===== src/rtl/alu_seq_core.sv =====
// alu_seq_core: datapath ALU with internal Z/N/C/V status flags.
// Single-cycle ops register their result one edge after start; MUL/MLS run
// an iterative shift-add multiplier for WIDTH cycles and then return
// {result_hi, result}. The FSM state is kept in the named signal state_q.
//
// Handshake: start is only accepted while busy==0 (including the cycle in
// which done is high); every accepted start yields exactly one 1-cycle done
// pulse, and result/result_hi hold their values until the next done.
module alu_seq_core #(
  parameter int  WIDTH = 16,
  localparam int CNTW  = $clog2(WIDTH) + 1
) (
  input  logic             clk,
  input  logic             rst_n,
  input  logic             start,
  input  logic [3:0]       op,
  input  logic [WIDTH-1:0] a,
  input  logic [WIDTH-1:0] b,
  input  logic             flags_we,
  input  logic [3:0]       flags_wdata,
  output logic             busy,
  output logic             done,
  output logic [WIDTH-1:0] result,
  output logic [WIDTH-1:0] result_hi,
  output logic [3:0]       flags
);

  localparam logic [3:0] OP_ADD = 4'h0;
  localparam logic [3:0] OP_ADC = 4'h1;
  localparam logic [3:0] OP_SUB = 4'h2;
  localparam logic [3:0] OP_SBC = 4'h3;
  localparam logic [3:0] OP_AND = 4'h4;
  localparam logic [3:0] OP_OR  = 4'h5;
  localparam logic [3:0] OP_XOR = 4'h6;
  localparam logic [3:0] OP_INV = 4'h7;
  localparam logic [3:0] OP_TWC = 4'h8;
  localparam logic [3:0] OP_INC = 4'h9;
  localparam logic [3:0] OP_DEC = 4'hA;
  localparam logic [3:0] OP_LSR = 4'hB;
  localparam logic [3:0] OP_ASR = 4'hC;
  localparam logic [3:0] OP_MOV = 4'hD;
  localparam logic [3:0] OP_MUL = 4'hE;
  localparam logic [3:0] OP_MLS = 4'hF;

  localparam logic [WIDTH:0] ONE_EXT = {{WIDTH{1'b0}}, 1'b1};

  typedef enum logic {IDLE, MULT} state_t;

  state_t               state_q, state_d;
  logic [CNTW-1:0]      cnt_q;
  logic [2*WIDTH-1:0]   acc_q;
  logic [WIDTH-1:0]     mcand_q;
  logic                 sign_q;
  logic [WIDTH-1:0]     result_q, result_hi_q;
  logic [3:0]           flags_q;
  logic                 done_q;

  logic                 take_single, load_mul, finish_mul;

  // single-cycle datapath
  logic [WIDTH:0]       a_ext, b_ext, nb_ext, cin_ext;
  logic [WIDTH:0]       alu_sum;
  logic [WIDTH-1:0]     ov_x, ov_y, alu_res;
  logic                 is_arith, is_shift, alu_c, alu_v;
  logic [3:0]           alu_flags;

  // multiplier datapath
  logic [WIDTH:0]       hi_sum;
  logic [2*WIDTH-1:0]   acc_next, prod_final;
  logic [3:0]           mul_flags;
  logic [WIDTH-1:0]     a_mag, b_mag;
  logic                 is_mul_op;

  assign a_ext   = {1'b0, a};
  assign b_ext   = {1'b0, b};
  assign nb_ext  = {1'b0, ~b};
  assign cin_ext = {{WIDTH{1'b0}}, flags_q[2]};

  // ALU result in WIDTH+1 bits plus the operand pair used for overflow detection
  always_comb begin
    alu_sum  = '0;
    ov_x     = '0;
    ov_y     = '0;
    is_arith = 1'b0;
    is_shift = 1'b0;
    case (op)
      OP_ADD: begin alu_sum = a_ext + b_ext;            ov_x = a; ov_y = b;  is_arith = 1'b1; end
      OP_ADC: begin alu_sum = a_ext + b_ext + cin_ext;  ov_x = a; ov_y = b;  is_arith = 1'b1; end
      OP_SUB: begin alu_sum = a_ext + nb_ext + ONE_EXT; ov_x = a; ov_y = ~b; is_arith = 1'b1; end
      OP_SBC: begin alu_sum = a_ext + nb_ext + cin_ext; ov_x = a; ov_y = ~b; is_arith = 1'b1; end
      OP_AND: alu_sum = {1'b0, a & b};
      OP_OR:  alu_sum = {1'b0, a | b};
      OP_XOR: alu_sum = {1'b0, a ^ b};
      OP_INV: alu_sum = {1'b0, ~b};
      OP_TWC: begin alu_sum = nb_ext + ONE_EXT; ov_x = '0; ov_y = ~b; is_arith = 1'b1; end
      OP_INC: begin alu_sum = b_ext + ONE_EXT;  ov_x = b;  ov_y = '0; is_arith = 1'b1; end
      // DEC is a true WIDTH+1-bit subtraction: bit WIDTH is set only when b wraps from 0
      OP_DEC: begin alu_sum = b_ext - ONE_EXT;  ov_x = b;  ov_y = '1; is_arith = 1'b1; end
      OP_LSR: begin alu_sum = {2'b00, b[WIDTH-1:1]};         is_shift = 1'b1; end
      OP_ASR: begin alu_sum = {1'b0, b[WIDTH-1], b[WIDTH-1:1]}; is_shift = 1'b1; end
      OP_MOV: alu_sum = b_ext;
      default: alu_sum = '0;
    endcase
  end

  assign alu_res   = alu_sum[WIDTH-1:0];
  assign alu_v     = is_arith & (ov_x[WIDTH-1] == ov_y[WIDTH-1]) & (alu_res[WIDTH-1] != ov_x[WIDTH-1]);
  assign alu_c     = is_arith ? alu_sum[WIDTH] : (is_shift ? b[0] : flags_q[2]);
  assign alu_flags = (op == OP_MOV) ? flags_q : {alu_v, alu_c, alu_res[WIDTH-1], (alu_res == '0)};

  // operand magnitudes for the signed multiply
  assign is_mul_op = (op == OP_MUL) || (op == OP_MLS);
  assign a_mag     = (op == OP_MLS && a[WIDTH-1]) ? ({WIDTH{1'b0}} - a) : a;
  assign b_mag     = (op == OP_MLS && b[WIDTH-1]) ? ({WIDTH{1'b0}} - b) : b;

  // one shift-add step: conditionally add multiplicand to the high half, then shift right
  always_comb begin
    hi_sum     = {1'b0, acc_q[2*WIDTH-1:WIDTH]} + (acc_q[0] ? {1'b0, mcand_q} : '0);
    acc_next   = {hi_sum, acc_q[WIDTH-1:1]};
    prod_final = sign_q ? ({(2*WIDTH){1'b0}} - acc_next) : acc_next;
    mul_flags  = {1'b0, flags_q[2], prod_final[2*WIDTH-1], (prod_final == '0)};
  end

  // next-state and control strobes
  always_comb begin
    state_d     = state_q;
    take_single = 1'b0;
    load_mul    = 1'b0;
    finish_mul  = 1'b0;
    case (state_q)
      IDLE: begin
        if (start) begin
          if (is_mul_op) begin
            load_mul = 1'b1;
            state_d  = MULT;
          end else begin
            take_single = 1'b1;
          end
        end
      end
      MULT: begin
        if (cnt_q == CNTW'(1)) begin
          finish_mul = 1'b1;
          state_d    = IDLE;
        end
      end
      default: state_d = IDLE;
    endcase
  end

  // state, multiplier and result/flag registers
  always_ff @(posedge clk or negedge rst_n) begin
    if (!rst_n) begin
      state_q     <= IDLE;
      cnt_q       <= '0;
      acc_q       <= '0;
      mcand_q     <= '0;
      sign_q      <= 1'b0;
      result_q    <= '0;
      result_hi_q <= '0;
      flags_q     <= '0;
      done_q      <= 1'b0;
    end else begin
      state_q <= state_d;
      done_q  <= take_single | finish_mul;

      if (load_mul) begin
        mcand_q <= a_mag;
        acc_q   <= {{WIDTH{1'b0}}, b_mag};
        sign_q  <= (op == OP_MLS) & (a[WIDTH-1] ^ b[WIDTH-1]);
        cnt_q   <= CNTW'(WIDTH);
      end else if (state_q == MULT) begin
        acc_q <= acc_next;
        cnt_q <= cnt_q - CNTW'(1);
      end

      if (take_single) begin
        result_q    <= alu_res;
        result_hi_q <= '0;
      end else if (finish_mul) begin
        result_q    <= prod_final[WIDTH-1:0];
        result_hi_q <= prod_final[2*WIDTH-1:WIDTH];
      end

      // an external flag write overrides any simultaneous ALU flag update
      if (flags_we) begin
        flags_q <= flags_wdata;
      end else if (take_single) begin
        flags_q <= alu_flags;
      end else if (finish_mul) begin
        flags_q <= mul_flags;
      end
    end
  end

  assign busy      = (state_q == MULT);
  assign done      = done_q;
  assign result    = result_q;
  assign result_hi = result_hi_q;
  assign flags     = flags_q;

endmodule


===== config.mk =====
export PLATFORM = sky130hd
export DESIGN_NAME = alu_seq_core
export DESIGN_NICKNAME = d
export VERILOG_FILES = /design/src/rtl/alu_seq_core.sv
export SDC_FILE = /design/constraint.sdc
export NUM_CORES = 1
export LEC_CHECK = 0
export CAP_MARGIN = 20
export CORE_UTILIZATION = 40
export DETAILED_ROUTE_END_ITERATION = 8
export SYNTH_ARGS = -nofsm -noshare
export SYNTH_HDL_FRONTEND = slang
export SYNTH_SLANG_ARGS = --single-unit

===== constraint.sdc =====
create_clock -name clk -period 4.1 [get_ports clk]
set_clock_uncertainty 0.15 [all_clocks]
set_input_delay 0.82 -clock clk [delete_from_list [all_inputs] [get_ports clk]]
set_output_delay 0.82 -clock clk [all_outputs]
set_load 0.05 [all_outputs]

# --- Yosys cells after proc, flatten, opt, wreduce, memory -nomap -nowiden ---
# Index checks and enable logic that the tools add are counted.
totals:
  regBits: 92
  out_inout_bits: 38
  elab_cells: 105
classes:
  n_addsub: 13
  n_eq_ne: 20
  n_mux: 33
  bitwise_logic: 10
  reduce_logical: 19
op_table:
  columns: ["cell", "count"]
  rows:
  - ["17-bit one-hot mux with 14 select lines", 1]
  - ["16-bit 2-to-1 mux", 7]
  - ["32-bit 2-to-1 mux", 3]
  - ["16-bit by 16-bit adder with 17-bit output", 3]
  - ["16-bit one-hot mux with 3 select lines", 1]
  - ["16-bit by 1-bit adder with 17-bit output, second input constant", 2]
  - ["17-bit by 1-bit adder with 17-bit output", 2]
  - ["4-bit equality test, second input constant", 8]
  - ["32-bit zero test", 1]
  - ["16-bit one-hot mux with 2 select lines", 1]
  - ["1-bit by 16-bit subtractor with 16-bit output, first input constant", 2]
  - ["1-bit by 32-bit subtractor with 32-bit output, first input constant", 1]
  - ["17-bit by 1-bit adder with 17-bit output, second input constant", 1]
  - ["16-bit by 1-bit subtractor with 17-bit output, second input constant", 1]
  - ["16-bit bitwise AND", 1]
  - ["4-bit by 3-bit equality test with 1-bit output, second input constant", 4]
  - ["16-bit zero test", 1]
  - ["4-bit 2-to-1 mux", 4]
  - ["16-bit NOT", 1]
  - ["16-bit OR", 1]
  - ["16-bit bitwise XOR", 1]
  - ["1-bit 2-to-1 mux", 13]
  - ["5-bit 2-to-1 mux", 2]
  - ["4-bit by 2-bit equality test with 1-bit output, second input constant", 2]
  - ["other kinds (23)", 31]

# --- Logic depth before layout (Yosys ltp) ---
logic_depth:
  word_depth: 9
  ltp_mapped: 17
  mapped_depth_nobuf: 16

# --- Least setup slack after synthesis ---
# OpenSTA, ideal clock, no wires.
synth_path:
  kind: "input -> register"
  from: "input port op[2]"
  to: "register result_q[14] (netlist: result[14])"
  setup_time_ns: 0.126
  arrival_time_ns: 4.280
  t_required_ns: 3.824
  path_slack_ns: -0.456
  cell_stages: 15
  n_path_buf: 1
  cell_sequence: "buf_2 inv_1 nand2_1 nor2_1 ha_1 a21oi_1 o2111ai_1 o22ai_1 o21ai_0 a21o_1 a21oi_1 xnor2_1 a221oi_1 o211ai_1 a221o_1"
synth_between:
  elab_chain_len: 6
synth_lines:
  columns: ["element", "line_no", "text"]
  rows:
  - ["start, declared", "16", "input logic [3:0] op,"]
  - ["4-bit equality test", "112", "assign is_mul_op = (op == OP_MUL) || (op == OP_MLS);"]
  - ["1-bit logical OR", "112", null]
  - ["1-bit 2-to-1 mux", "133", "if (is_mul_op) begin"]
  - ["1-bit 2-to-1 mux", "132", "if (start) begin"]
  - ["1-bit 2-to-1 mux", "130", "case (state_q)"]
  - ["16-bit 2-to-1 mux / 2-bit nonzero test (equally long branches)", null, null]
  - ["end signal, assigned", "178", "result_q <= alu_res;"]
  - ["end signal, assigned", "181", "result_q <= prod_final[WIDTH-1:0];"]
  - ["end, declared", "54", "logic [WIDTH-1:0] result_q, result_hi_q;"]
# Several ways; a longest one is shown, not always the timed one.
# A chain may end at the register's enable or synchronous reset.

# --- Worst setup path after layout ---
layout_path:
  from: "input port b[0]"
  to: "register flags_q[3] (netlist: flags[3])"
layout_between:
  elab_chain_len: 9
layout_lines:
  columns: ["element", "line_no", "text"]
  rows:
  - ["start, declared", "18", "input logic [WIDTH-1:0] b,"]
  - ["16-bit NOT", "76", "assign nb_ext = {1'b0, ~b};"]
  - ["16-bit by 16-bit adder with 17-bit output", "89, 90", null]
  - ["17-bit by 1-bit adder with 17-bit output (on tied branches)", "90, 89", null]
  - ["17-bit one-hot mux with 14 select lines *", "86", "case (op)"]
  - ["1-bit inequality test *", "107", "assign alu_v = is_arith & (ov_x[WIDTH-1] == ov_y[WIDTH-1]) & (alu_res[WIDTH-1] != ov_x[WIDTH-1]);"]
  - ["1-bit bitwise AND *", "107", null]
  - ["4-bit 2-to-1 mux *", "109", "assign alu_flags = (op == OP_MOV) ? flags_q : {alu_v, alu_c, alu_res[WIDTH-1], (alu_res == '0)};"]
  - ["4-bit 2-to-1 mux *", "188", "end else if (take_single) begin"]
  - ["4-bit 2-to-1 mux *", "186", "if (flags_we) begin"]
  - ["end signal, assigned", "187", "flags_q <= flags_wdata;"]
  - ["end signal, assigned", "189", "flags_q <= alu_flags;"]
  - ["end signal, assigned", "191", "flags_q <= mul_flags;"]
  - ["end, declared", "55", "logic [3:0] flags_q;"]
# Mark *: on every way between the ends. The rest lies on a longest branch, timed or not. The select of a mux whose other input is x is not followed.

==> metrics.cfg <==
[sta]
hold_ws_ns=0.324
setup_ws_ns=-0.140
tightestPinTransition_ns=0.976
setup_violations=3
fin_crit_sh_pct=103
max_freq_mhz=236
slew_violations=0
hold_viol_final=0
rsz0062_at_grt=true
tns_ns=-0.230
period_minus_slack_ns=4.24
worst_slew_margin_rel_pct=35.0

[final_layout]
syn_to_final_growth_pct=53.6
stdcell_count=2415
design_area_um2=17900
final_util_pct=62.4
nNetsFinal=2163
drive_gt1_share_pct=37.5
antenna_cells=0

[synth]
yosysWarnings=0
synth_nets=1653
yosys_register_bits=92
synthesis.area_um2=11600
synth_top_area_share_pct=19.8
syn_area_per_cell_um2=7.67
synth.top_cells.by_area=dfrtp_1 (20%), ha_1 (9.6%), xnor2_1 (7.2%)
ys_seq_area_share_pct=19.8
synth_edf_count=0
synth_ff_type=dfrtp_1
async_flop_share_pct=100
ys_types=96
syn-instance-count=1516
yosys.area.top_type=dfrtp_1

[detailed_routing]
drcViolationCount=0
avgRoutedWirePerCell_um=23.1
ant_nets=0
wl_um=55700
vias=14200
viasPerCell=5.89
drt-initial-drc-count=1213
drtPass1Iterations=7

[power]
vdd_drop_max_v=0.000222
seqPwrFrac_pct=20.8
p_clk_share_pct=12.6
power_leakage_nw=7.86
p_switching_mw=3.55
p_int_mw=4.02
power.density_nw_per_um2=424
combPwrFrac_pct=66.6
swShare_pct=46.9
power_mw=7.57

[outcome]
violations=negative setup slack
status=complete, but fails checks

[global_route]
grt_use_total_pct=38.0
antenna_found_initial=0
grt_overflow=0
grt_pass1_vias=13800
grt_max_degree=74
grt_pass1_wl_um=82800

[die]
die_y_um=172
die_w_um=172
rows=62
pin_count=82
core-area_um2=28600
dieArea_um2=29700
start_util_pct=40.6

[critical_path]
critPathLaunch=b[0]
cp.required_ns=4.22
crit_path_start_kind=input port
slowest_stage=or4_4
endpoint_kind=flip-flop
worstPathCellList=buf_12 -> clkinv_8 -> ha_4 -> fa_2 -> nand2b_4 -> a2111o_1 -> a21o_1 -> a21oi_2 -> or3_4 -> a2111oi_4 -> nand4_2 -> o31a_1 -> o21a_1 -> or4_4 -> a32oi_2
worstPathArrival_ns=4.36
critPathMaxFanout=4
r2r_start=acc_q[0]
criticalPathCategory=in -> reg
slowest_delay_ns=0.54

[min_path]
min_path_type=reg -> reg
min-delay-start=mcand_q[7]

[cts]
hold_buffers=0
clock_path_buffers=2
numCtsBuffers=9
cts.reportedPaths.clkPinSlew_ns=0.07
cts_tree=yes
clk_latency_ns=0.36
htree_levels=3
cts.sinks=92
cts-root-buf=clkbuf_16

[place]
dp_slack_ns=-1.36
gp_congestion=1.04
placed_area_um2=16200
dp_hpwl_um=44700
port_buffers=81
dp.cells=2355

[run]
cap_violations=0

[cells in the mapped netlist, drive strengths merged, types with 7 or more instances]
cell type / n
mux2i: 19
nor2b: 13
nand3: 38
clkbuf: 60
o21ai: 133
xor2: 40
o31ai: 24
ha: 89
nor4: 20
nor2: 102
xnor2: 95
o221ai: 7
a21oi: 105
dfrtp: 92
a221o: 8
a31oi: 16
or3: 11
a22oi: 14
nand2b: 14
o211ai: 14
a21o: 20
inv: 81
nand3b: 7
buf: 20
a2111oi: 11
a211oi: 18
and2: 29
or4: 11
mux4: 9
a221oi: 14
nand2: 180
nor3: 30
nand4: 14
and3: 8
or2: 15
o21a: 8
a22o: 9
[sequential cells by signal (all words and copies together), names as in the netlist]
| name | cells |
|---|---|
| sign_q | 1 |
| mcand_q | 16 |
| result_hi | 16 |
| result | 16 |
| busy | 1 |
| acc_q | 32 |
| done | 1 |
| flags | 4 |
| cnt_q | 5 |
[layer usage]
layer  GRT usage (%)  part of all wire [%]  vias to the layer above
met4            24.0                   7.1                        0
met5               0                     0                        -
met2            60.9                    44                      614
met3            7.00                   6.7                      196
li1                -                     -                     6598
met1            46.9                    42                     6825
[worst max-delay path, delay by kind of cell]
family | cells | cell delay [ns]
buffers and inverters | 2 | 0.15
AOI/OAI and AO/OA | 7 | 1.61
and+or+nand+nor | 4 | 1.21
adders and majority gates | 2 | 0.57
[placed cells by master, fill, tap and decap left out, types with 13 or more instances in the layout]
cell               n
a22oi_1           13
inv_1             58
o31ai_1           19
o211ai_1          14
o21ai_0          113
a21oi_2           15
ha_1              60
nand2_1          179
xor2_1            39
nor3_1            21
a21oi_1           86
nor4_1            14
nand4_1           13
or2_2             13
a21o_1            20
xnor2_1           87
buf_6             21
nor2_1            91
ha_4              21
inv_2             17
clkdlybuf4s50_1   51
buf_4            477
dfrtp_1           91
mux2i_1           19
a211oi_1          13
and2_1            27
nand3_1           34
[final timing paths]
check / slack [ns] / cells after the start / end
setup / recovery: -0.14 / 15 / flags[3]
hold reg to reg: 0.32 / 2 / mcand_q[7]
max in group asynchronous: 2.50 / 2 / mcand_q[7]
setup reg to reg: 0.02 / 15 / flags[0]
min in group asynchronous: 0.45 / 1 / result_hi[12]
hold / removal: 0.32 / 2 / mcand_q[7]
[what timing repair did]
item,in CTS,in global routing
pin swaps,65,50
gates resized for setup,219,128
endpoints found under the setup margin,14,13
setup buffers,31,14
[cells by family after synthesis]
logic type | Yosys count | synth area share, %
buf+inv | 165 | 5.53
fa+ha+maj | 93 | 10.3
mux | 32 | 3.77
compound gates | 484 | 28.0
xor+xnor | 135 | 10.2
simple gates | 515 | 22.4
flops | 92 | 19.8
[final cells by class]
cell class | instances | area [um2]
fillers | 2570 | 10800
multi-input cells | 1259 | 9740
repair buffers | 579 | 4630
flip-flops and latches | 92 | 2300
well taps | 384 | 480
inverters | 85 | 360
clock buffers | 10 | 239
clock inverters | 6 | 93.8
[power groups by stage]
stage	registers, mW	clock network, mW	logic (mW)
floorplan	2.00	0	2.14
global placement	1.57	0	4.55
detailed placement	1.58	0	4.62
CTS	1.57	0.970	4.77
global route	1.63	1.00	5.42
finish	1.57	0.955	5.04
Note: power is estimated with default switching activity, not from simulation.
==> patch 1 (same flow settings) <==
Register the output `result_hi` once more, cleared by the reset; this adds one clock of latency there. The other outputs are not delayed to match.
--- a/src/rtl/alu_seq_core.sv
+++ b/src/rtl/alu_seq_core.sv
@@ -198,3 +198,9 @@
   assign result    = result_q;
-  assign result_hi = result_hi_q;
+  always_ff @(posedge clk or negedge rst_n) begin
+    if (!rst_n) begin
+      result_hi <= '0;
+    end else begin
+      result_hi <= result_hi_q;
+    end
+  end
   assign flags     = flags_q;
Function: same outputs for any inputs over 4 cycles, from zero or initial values and one cycle with rst_n low; that may be too few to reach the edited logic, so the function may still have changed.
==> patch 1 against the original RTL <==
Total power rose by 2.6%. Synthesized cell count rose by 1.2%. Final area rose by 1.4%. Highest routed layer unchanged. Setup slack got worse by 0.13 ns. Sequential cell count rose by 16. Largest cell class unchanged. Fmax fell by 3.0%. Core utilization fell by 1.1 points. Routed wire length fell by 6.4%. Area after synthesis rose by 3.4%. Final cell count fell by 0.83%. The flow still finishes with violations (setup timing). First-iteration DRC count fell by 10%. Sequential power rose by 14%.
==> patch 1: results <==
[status]
outcome = complete, but fails checks
violations = setup timing

[cts]
clk_latency_ns = 0.36
cts-root-buf = clkbuf_16
clkSlewWorstSetupHoldPaths_ns = 0.07
post_cts.repair.setup_buffers = 39
cts_resized = 212
ctsHoldBuffers = 0
h-tree-depth = 3

[logic_synthesis]
synthTopCellsByArea = dfrtp_1, ha_1, xnor2_1
synth_common_cells = nand2_1, o21ai_0, nor2_1
syn-num-nets = 1671
synth-seq-area-share = 0.2249
yosysWarnings = 0
synth.distinct_cells = 90
async_flop_share = 1.000
synth_cells = 1534

[placement]
hpwl_um = 42510
place.gp.congestion = 1.008
placed_cell_area_sq_um = 16230
port_buffers = 81
dp.cells = 2328
dp_slack_ns = -1.112

[worst_hold_path]
hold_end = result_hi[6]$_DFF_PN0_
holdPathStages = 0
hp-start = result_hi_q[6]$_DFFE_PN0P_

[grt]
grt_pass1_wl_um = 79610
use_met2 = 0.5608
grt_max_degree = 71
antenna_found_initial = 0
met3_usage = 0.04351
grt.total_usage = 0.3405
met1_usage = 0.4513

[layout]
drive_gt1_frac = 0.3606
antennaDiodeCount = 0
final_cells = 2395
max_flop_register = acc_q
nets = 2138

[route]
avgRoutedWirePerCell_um = 21.79
drt-pass1-iter-count = 5
dr.first_iter.drc_count = 1088
num_vias = 13680

[worst_setup_path]
critPathMaxFanout = 4
cp-start-kind = flip-flop
critPathArrivalTime_ns = 4.47
reg2reg_to = flags[1]$_DFFE_PN0P_
r2r_cells = 17
crit_start = acc_q[0]$_DFFE_PN0P_

[sta]
setup_viol = 6
timing.hold.ws_ns = 0.2253
slew-limit-headroom = 0.4086
setup_slack_ns = -0.2708
setup-tns-final_ns = -0.8913

[pwr]
peakVddDrop_mv = 0.2818
power_leakage_nw = 8.016
-- patch 1: cell count changes after synthesis, sizes merged, moves of 8 or more --
cell	delta
xnor2	-11
o211ai	+8
nand2	-11
inv	-8
or3	+8
a21oi	-12
nor2	+15
dfrtp	+16
-- patch 1: worst max-delay path, cell delays in order (launching register included) --
cell and delay, ns:
dfrtp_1 0.42, buf_6 0.14, buf_4 0.13, and2_1 0.17, ha_4 0.27, buf_4 0.10
o211ai_1 0.10, o21ai_1 0.24, a21oi_1 0.13, xnor2_1 0.16, or4_4 0.55, nor4b_4 0.26
or3b_4 0.42, o41ai_4 0.23, xor2_1 0.13, buf_4 0.17, a2111o_1 0.40, o311ai_1 0.10
-- patch 1: layout make-up --
class	count	area, sq um
inverter	76	289.0
fill	2652	11460
timing repair buffer	540	4337
clock inverter	5	60.06
sequential	108	2704
clock buffer	10	229.0
multi-input combinational	1266	9996
tap	390	488.0
-- patch 1: layer usage --
| layer | share of wire | vias up |
|---|---|---|
| met5 | 0 | - |
| met4 | 0.040 | 0 |
| met3 | 0.059 | 113 |
| met2 | 0.46 | 486 |
| met1 | 0.44 | 6538 |
| li1 | - | 6543 |
-- patch 1: cell families after synthesis --
family	synth area share
AO/OA/AOI/OAI	0.2707
XOR/XNOR	0.08966
adder cells (fa/ha/maj)	0.09934
buffers and inverters	0.05175
flip-flops	0.2249
multiplexers	0.04353
AND/OR/NAND/NOR	0.2200
-- patch 1: power breakdown --
| part | internal [W] | switching [W] | leakage [nW] | total [W] |
|---|---|---|---|---|
| combinational | 0.00225 | 0.00284 | 6.47 | 0.00509 |
| sequential | 0.00147 | 0.000313 | 1.41 | 0.00179 |
| clock | 0.000475 | 0.000409 | 0.139 | 0.000883 |
| total | 0.00420 | 0.00356 | 8.02 | 0.00776 |
==> patch 2 (config.mk and constraints unchanged) <==
Made on the original files. Change the parameter `WIDTH` from 16 to 32.
--- a/src/rtl/alu_seq_core.sv
+++ b/src/rtl/alu_seq_core.sv
@@ -9,3 +9,3 @@
 module alu_seq_core #(
-  parameter int  WIDTH = 16,
+  parameter int  WIDTH = 32,
   localparam int CNTW  = $clog2(WIDTH) + 1
Ports: changed (resized a, b, result and result_hi); port bits go from 82 to 146. The function was not compared with the original's and may differ.
==> patch 2 against the original RTL <==
Routed wire length increased by 120%. Synthesized cell count increased by 100%. Via count increased by 110%. Total power increased to 2.6 times the old value. Largest power group unchanged. Hold slack got worse by 0.11 ns. Sequential power increased by 92%. Core utilization increased by 5.2 points. Final area increased by 120%. Area after synthesis increased by 99%. Setup slack got worse by 1.0 ns. Sequential cell count increased by 81. The run still ends with setup timing left.
==> patch 2: results <==
[grt]
grt.total_usage = 0.4001
grt_pass1_wl_um = 180600
antenna_found_initial = 10
grt_max_degree = 86
grt_pass1_vias = 30070

[logic_synthesis]
synth.distinct_cells = 118
synthTopCellsByArea = dfrtp_1, ha_1, xnor2_1
synth-seq-area-share = 0.1871
syn-num-nets = 3345
synth_xor_area_frac = 0.1108
yosys.area_share.adder = 0.09756
yosysWarnings = 0
synthMuxAreaShare = 0.01952
synth_compound_area_frac = 0.3078
async_flop_share = 1.000
synth_common_cells = o21ai_0, nand2_1, nor2_1

[sta]
worst_pin_slew_ns = 1.026
setup_viol = 43
setup_slack_ns = -1.187

[route]
drt-pass1-iter-count = 6
met2WireLength_um = 56190
dr.first_iter.drc_count = 2826
top_layer = met5
wl_met1_um = 49790
via_per_inst = 6.029
route.met3.wl_um = 9865
routed_wl_um = 122900

[layout]
drive_gt1_frac = 0.4284
antennaDiodeCount = 0
max_flop_register = acc_q
nets = 4557
largest_reg_flops = 64

[cts]
cts_buffers = 17
clkSlewWorstSetupHoldPaths_ns = 0.08
cts-root-buf = clkbuf_16
clk_latency_ns = 0.46
clk_path_buf_depth = 2
h-tree-depth = 4

[placement]
port_buffers = 145
place.gp.congestion = 0.9875
hpwl_um = 96610
placed_cell_area_sq_um = 33720

[pwr]
peakVddDrop_mv = 0.5787
power_leakage_nw = 17.15

[worst_setup_path]
crit_family = simple AND/OR/NAND/NOR gates
critPathMaxFanout = 5
cp_slowest_stage_delay_ns = 0.60
critPathArrivalTime_ns = 5.49

[flow_run]
drv_cap = 0

[worst_hold_path]
hold_path.class = primary input to async pin

[status]
violations = setup timing
outcome = complete, but fails checks
## patch 2: cell types whose count changed after synthesis, moves of 81 or more
cell      unedited run  this run
nor2_1             102       226
ha_1                89       174
a21oi_1            105       207
o21ai_0            130       285
dfrtp_1             92       173
xnor2_1             95       192
clkbuf_1            60       149
nand2_1            180       277
## patch 2: cell families after synthesis
group | count (synthesis)
DFF | 173
adders and majority gates | 178
and+or+nand+nor | 1022
buffers and inverters | 327
muxes | 37
AOI/OAI and AO/OA | 1063
xor gates and xnor gates | 291
## patch 2: area by class of cell
type                       instances  area [sq um]
clock buffer                      19         442.9
clock inverter                    13         143.9
fill                            4749         18410
inverter                         128         515.5
multi-input combinational       2592         20850
sequential                       173          4332
tap                              756         945.9
timing repair buffer            1391         11190
## patch 2: routing by layer
metal | vias to the layer above | GRT usage
met5 | - | 0
met4 | 6 | 0.2001
met3 | 374 | 0.05140
met2 | 1503 | 0.6589
met1 | 14790 | 0.5128
li1 | 13900 | -
## patch 2: per-stage QoR
stage	setup WS [ns]	hold slack [ns]	setup TNS, ns	instances
2_1_floorplan	-1.095	0.2918	-14.36	3091
3_3_place_gp	-2.017	0.3064	-50.50	4915
3_5_place_dp	-2.101	0.3141	-53.83	4915
4_1_cts	-1.156	0.2582	-22.23	5036
5_1_grt	-1.308	0.2625	-26.66	5072
6_report	-1.187	0.2145	-21.92	5072
## patch 2: report_power, final
| part | leakage, nW | total [W] | internal (W) | switching, W |
|---|---|---|---|---|
| Combinational | 14.6 | 0.0147 | 0.00684 | 0.00789 |
| Clock | 0.287 | 0.00166 | 0.000881 | 0.000782 |
| Sequential | 2.21 | 0.00302 | 0.00245 | 0.000566 |
## patch 2: what timing repair did
action,in CTS,in global routing
hold buffers,0,0
setup endpoints to repair,51,50
gates cloned,1,0
resized for setup,478,331
pin swaps,133,175
setup buffers,94,66
## patch 2: path summary, 6_finish.rpt
path	startpoint	endpoint	slack, ns	cells after the start
min reg2reg	mcand_q[15]$_DFFE_PN0P_	mcand_q[15]$_DFFE_PN0P_	0.32	2
min	rst_n	acc_q[35]$_DFFE_PN0P_	0.21	1
max	acc_q[0]$_DFFE_PN0P_	flags[0]$_DFFE_PN0P_	-1.19	17
max in group asynchronous	rst_n	sign_q$_DFFE_PN0P_	2.58	2
max reg2reg	acc_q[0]$_DFFE_PN0P_	flags[0]$_DFFE_PN0P_	-1.19	17
min in group clk	mcand_q[15]$_DFFE_PN0P_	mcand_q[15]$_DFFE_PN0P_	0.32	2
